File: src/rtl/medidor_division_pkg.sv
// Shared constants for the division-value meter: FSM encoding and lock counter width.
package medidor_division_pkg;

  localparam logic [0:0] ST_ACQ = 1'b0;
  localparam logic [0:0] ST_RUN = 1'b1;
  localparam int         LOCK_W = 4;

endpackage

File: src/rtl/medidor_division_sync_edge_det.sv
// Synchronises the asynchronous divided clock into clkm and emits a one-cycle pulse per transition.
module sync_edge_det #(
  parameter int SYNC_STAGES = 2
) (
  input  logic clkm,
  input  logic reset,
  input  logic fin,
  output logic edge_det
);

  logic [SYNC_STAGES-1:0] sync_r;
  logic                   sync_d_r;

  // Synchroniser chain followed by a one-cycle delay of its output.
  always_ff @(posedge clkm or posedge reset) begin
    if (reset) begin
      sync_r   <= '0;
      sync_d_r <= 1'b0;
    end else begin
      sync_r   <= {sync_r[SYNC_STAGES-2:0], fin};
      sync_d_r <= sync_r[SYNC_STAGES-1];
    end
  end

  assign edge_det = sync_r[SYNC_STAGES-1] ^ sync_d_r;

endmodule

File: src/rtl/medidor_division.sv
// Measures the division value of an incoming divided clock by counting clkm cycles between its edges;
// reports lock against repeated values, match against a reference and loss of signal.
module medidor_division
  import medidor_division_pkg::*;
#(
  parameter int WIDTH       = 7,
  parameter int SYNC_STAGES = 2,
  parameter int LOCK_COUNT  = 4
) (
  input  logic             clkm,
  input  logic             reset,
  input  logic             enable,
  input  logic             fin,
  input  logic [WIDTH-1:0] division_ref,
  output logic [WIDTH-1:0] div_meas,
  output logic             meas_valid,
  output logic             locked,
  output logic             match,
  output logic             timeout
);

  localparam logic [WIDTH-1:0]  CNT_MAX  = {WIDTH{1'b1}};
  localparam logic [LOCK_W-1:0] LOCK_MAX = LOCK_W'(LOCK_COUNT);

  logic              edge_s;
  logic [0:0]        state_r;
  logic [WIDTH-1:0]  cnt_r;
  logic [LOCK_W-1:0] lock_cnt_r;
  logic [LOCK_W-1:0] lock_next_s;
  logic              same_s;

  sync_edge_det #(
    .SYNC_STAGES(SYNC_STAGES)
  ) u_sync_edge_det (
    .clkm    (clkm),
    .reset   (reset),
    .fin     (fin),
    .edge_det(edge_s)
  );

  // Saturating successor of the lock counter and "repeat of the previous value" qualifier.
  always_comb begin
    lock_next_s = LOCK_MAX;
    if (lock_cnt_r < LOCK_MAX) begin
      lock_next_s = lock_cnt_r + LOCK_W'(1);
    end else begin
      lock_next_s = LOCK_MAX;
    end
    same_s = (cnt_r == div_meas) && (lock_cnt_r != LOCK_W'(0));
  end

  // Acquisition FSM, interval counter, capture, lock tracking and timeout.
  always_ff @(posedge clkm or posedge reset) begin
    if (reset) begin
      state_r    <= ST_ACQ;
      cnt_r      <= '0;
      lock_cnt_r <= '0;
      div_meas   <= '0;
      meas_valid <= 1'b0;
      locked     <= 1'b0;
      timeout    <= 1'b0;
    end else begin
      meas_valid <= 1'b0;
      if (!enable) begin
        state_r    <= ST_ACQ;
        cnt_r      <= '0;
        lock_cnt_r <= '0;
        locked     <= 1'b0;
      end else begin
        case (state_r)
          ST_ACQ: begin
            cnt_r <= '0;
            if (edge_s) begin
              state_r <= ST_RUN;
              timeout <= 1'b0;
            end
          end
          ST_RUN: begin
            // An edge takes priority over the counter reaching its ceiling.
            if (edge_s) begin
              div_meas   <= cnt_r;
              meas_valid <= 1'b1;
              cnt_r      <= '0;
              if (same_s) begin
                lock_cnt_r <= lock_next_s;
                if (lock_next_s == LOCK_MAX) begin
                  locked <= 1'b1;
                end
              end else begin
                lock_cnt_r <= LOCK_W'(1);
                locked     <= 1'b0;
              end
            end else if (cnt_r == CNT_MAX) begin
              timeout    <= 1'b1;
              locked     <= 1'b0;
              lock_cnt_r <= '0;
              cnt_r      <= '0;
              state_r    <= ST_ACQ;
            end else begin
              cnt_r <= cnt_r + WIDTH'(1);
            end
          end
          default: begin
            state_r    <= ST_ACQ;
            cnt_r      <= '0;
            lock_cnt_r <= '0;
            locked     <= 1'b0;
          end
        endcase
      end
    end
  end

  // Match compares the already-registered lock and measurement, so it lags them by one cycle.
  always_ff @(posedge clkm or posedge reset) begin
    if (reset) begin
      match <= 1'b0;
    end else if (!enable) begin
      match <= 1'b0;
    end else begin
      match <= locked && (div_meas == division_ref);
    end
  end

endmodule

File: config.mk
export PLATFORM = sky130hd
export DESIGN_NAME = medidor_division
export DESIGN_NICKNAME = d
export VERILOG_FILES = /design/src/rtl/medidor_division_pkg.sv /design/src/rtl/medidor_division_sync_edge_det.sv /design/src/rtl/medidor_division.sv
export SDC_FILE = /design/constraint.sdc
export NUM_CORES = 1
export LEC_CHECK = 0
export CAP_MARGIN = 20
export CORE_ASPECT_RATIO = 2
export CORE_MARGIN = 2
export CORE_UTILIZATION = 29
export CTS_CLUSTER_DIAMETER = 60
export CTS_CLUSTER_SIZE = 24
export DETAILED_ROUTE_END_ITERATION = 8
export GPL_TIMING_DRIVEN = 0
export PLACE_DENSITY_LB_ADDON = 0.2
export SETUP_SLACK_MARGIN = 0.1
export SYNTH_ARGS = -nofsm -noshare
export SYNTH_HDL_FRONTEND = slang
export SYNTH_SLANG_ARGS = --single-unit
File: constraint.sdc
create_clock -name clkm -period 1.7 [get_ports clkm]
set_input_delay 0.425 -clock clkm [delete_from_list [all_inputs] [get_ports clkm]]
set_output_delay 0.425 -clock clkm [all_outputs]
set_load 0.1 [all_outputs]
==> impl_results.md <==
- CP Depth: 1
- Clock sinks: 26
- Largest fanout of any net on the critical path: 4
- Final number of hold-violating endpoints: 0
- Initial Utilization: around 30%
- DIE AREA: roughly 5000 um^2
- Cell count of the worst hold path: 0
- Cells along the critical path: buf_2
- Total power divided by cell area: 753 nW/um^2
- Static leakage power: about 0.00078 uW
- Worst Path Buf+Inv: 1
- Slowest stage cell, crit path: sky130_fd_sc_hd__dfrtp_4
- Total CTS buffers: 3
- Horiz. Die Dim: approximately 51 um
- Worst slack on hold paths: roughly 0.36 ns
- Post-Syn Area per Cell: about 12 um^2
- Largest stage delay on the critical path: ~0.45 ns
- Congestion Overflow GR: 0
- FF/Latch Area: 663 um^2
- First-pass GRT wire length: about 4500 um
- Endpoint type of the worst setup path: output port
- Net count after synthesis: 121
- Period minus WS final: around 1.6 ns
- Total Neg Setup Slack: 0 ns
- Top library cells by usage in the layout, fill and taps aside: sky130_fd_sc_hd__dfrtp_1 (18), sky130_fd_sc_hd__xor2_1 (11), sky130_fd_sc_hd__clkdlybuf4s50_1 (9), sky130_fd_sc_hd__buf_2 (9)
- Ys async rst share: 100%
- Clock root buffer: sky130_fd_sc_hd__clkbuf_8
- Max Clock Skew: 0.00358 ns
- Mapped cell area: 1290 um^2
- Minimum setup slack in the final design: between 0.1 and 0.15 ns
- HP Class: flop to flop
- Final Max Tran Viols: 0
- Buffer levels on the longest clock path: 2
- Synth unique cells: 31
- Maximum number of pins on one net before global-route repair: 27
- R2r worst-path depth: 5
- Number of detailed-route iterations in the first pass: 4
- Post-Synthesis Cells: between 100 and 150
- Post-Place Cell Area: around 1600 um^2
- Max-cap check violation count: 0
- Data arrival, critical path: roughly 1.2 ns
- Vias per cell: 4.66
- Number of nets in the layout: 148
- Startpoint of the worst hold path: u_sync_edge_det.sync_r[0]
- Overall Global Routing Usage: 11.9%
- Max H-tree Level: 1
- Most frequent standard cell in the layout excluding fill and tap cells: sky130_fd_sc_hd__dfrtp_1
- Final setup vio count: 0
- Port bufs: 21
- Area growth from synthesis to layout: 26.8%
- Number of nets still failing antenna checks after routing: 0
- Initial antenna violation count: 0
- Worst slew slack as a fraction of its limit: 66.1%
- Crit path required time: approximately 1.3 ns
- Wire length after detailed routing: 2700 um
- Area of the multi-input gates: ~650 um^2
- Path type of the worst setup path: flop to output port
- Post-layout utilization of the core: between 30% and 40%
- Top post-synthesis cells by area: sky130_fd_sc_hd__dfrtp_1 (50%), sky130_fd_sc_hd__mux2_4 (8.1%), sky130_fd_sc_hd__xor2_1 (7.5%)
- Startpoint type of the worst setup path: flop
- Source of the critical timing path: div_meas[5]
- CP delay by family, top: flip-flops
- Worst flop-to-flop path startpoint: cnt_r[0]
- Final period utilization: ~93%
- Wirelength per Cell: roughly 14 um
- Count of synthesis-stage warnings from yosys: 0
- Remaining routing DRC violations: 0
- Worst-Margin Slew: 0.514 ns
- Number of enable-type register cells in the synthesized netlist: 0
- 1st-iter DRT viols: 14
- Floorplan core area: roughly 4300 um^2
- Top cell type's share of synthesized area: 50.3%
- Commonest register cell after synthesis: sky130_fd_sc_hd__dfrtp_1
- Insertion delay of the later-clocked pin in the worst-skew pair: about 0.27 ns
- Worst VDD drop: between 0.3 and 0.4 mV
- Post-synthesis cell type with the largest combined area: sky130_fd_sc_hd__dfrtp_1
- Final standard cell area without fillers: 1640 um^2
- Number of vias after detailed routing: between 800 and 900
- DP Wirelength: around 2000 um
- FMAX: roughly 630 MHz
- Ports placed on the boundary: 22
- Height of the chip: about 100 um
- Result of the run: complete, no violations
- Antenna diode count: 0
- Gpl congestion: about 0.76
- Pre-CTS setup slack: -0.281 ns
- Share of the yosys chip area belonging to registers: about half
- Total of fill cells in the finished design: 434
- Clock slew seen by the registers of the worst setup and hold paths: 0.09 ns
- Flop and latch count out of synthesis: 26
- Std cell rows: 34
- TritonCTS clock tree: done
- Fraction of layout instances using a drive strength above 1: 33.1%
- Number of global-route vias before repair: between 900 and 1,000
- Unrepaired setup endpoints after global routing: yes
metrics by stage:
stage | instances | total power (uW)
finish | 187 | 1240
global route | 187 | 1290
CTS | 186 | 1230
detailed placement | 182 | 870
global placement | 182 | 864
floorplan | 107 | 804
final timing paths:
path                                        endpoint  slack [ns]
max                                      div_meas[5]        0.12
min                        u_sync_edge_det.sync_r[1]        0.36
max reg2reg                                  timeout        0.18
min reg2reg                u_sync_edge_det.sync_r[1]        0.36
max in group asynchronous                div_meas[5]        0.90
min in group asynchronous                    timeout        0.39
timing repair:
action,4_1_cts,5_1_grt
setup buffers,0,0
gates resized for setup,55,5
gates cloned,0,0
pin swaps,0,1
setup endpoints to repair,21,6
hold buffers,0,0
sequential cells by signal (all words and copies together), names as in the netlist:
register	flops
match	1
div_meas	7
timeout	1
u_sync_edge_det.sync_r	2
lock_cnt_r	4
cnt_r	7
u_sync_edge_det.sync_d_r	1
state_r	1
locked	1
meas_valid	1
cells in the mapped netlist, types with 2 or more instances:
cell type                   n
sky130_fd_sc_hd__dfrtp_1   26
sky130_fd_sc_hd__xor2_1    11
sky130_fd_sc_hd__mux2_4     7
sky130_fd_sc_hd__nor2_1     7
sky130_fd_sc_hd__xnor2_1    7
sky130_fd_sc_hd__inv_1      6
sky130_fd_sc_hd__nand3_1    5
sky130_fd_sc_hd__nand2_1    4
sky130_fd_sc_hd__a21oi_1    3
sky130_fd_sc_hd__ha_1       3
sky130_fd_sc_hd__nor3_1     3
sky130_fd_sc_hd__a31oi_1    2
sky130_fd_sc_hd__nand2b_1   2
sky130_fd_sc_hd__nand4_1    2
sky130_fd_sc_hd__o21ai_0    2
sky130_fd_sc_hd__o22ai_1    2
kinds of logic (layout without fill, tap and decap cells):
group	count (synthesis)	after routing	synth area share [%]
mux	7	7	8.13
fa+ha+maj	3	3	2.90
compound gates	14	14	9.29
flops	26	26	50.3
buf+inv	6	32	1.74
simple gates	32	32	14.1
xor+xnor	19	19	13.5
per-layer routing:
layer	track usage, %	vias up	share of wire (%)
met5	0	-	0
met3	1.06	4	2.6
met1	13.8	432	40
li1	-	421	-
met4	4.99	0	1.7
met2	21.6	15	56
layout make-up:
cell class	instances	share of cell area (%)
Multi-Input combinational cell	75	39.6
Timing Repair Buffer	22	11.7
Clock buffer	4	2.75
Inverter	6	1.37
Sequential cell	26	40.5
Tap cell	54	4.12
power by group:
part	total, uW	switching (uW)	internal (uW)
logic	208	121	86.5
clock network	371	203	168
registers	657	20.3	636
Note: power is estimated with default switching activity, not from simulation.
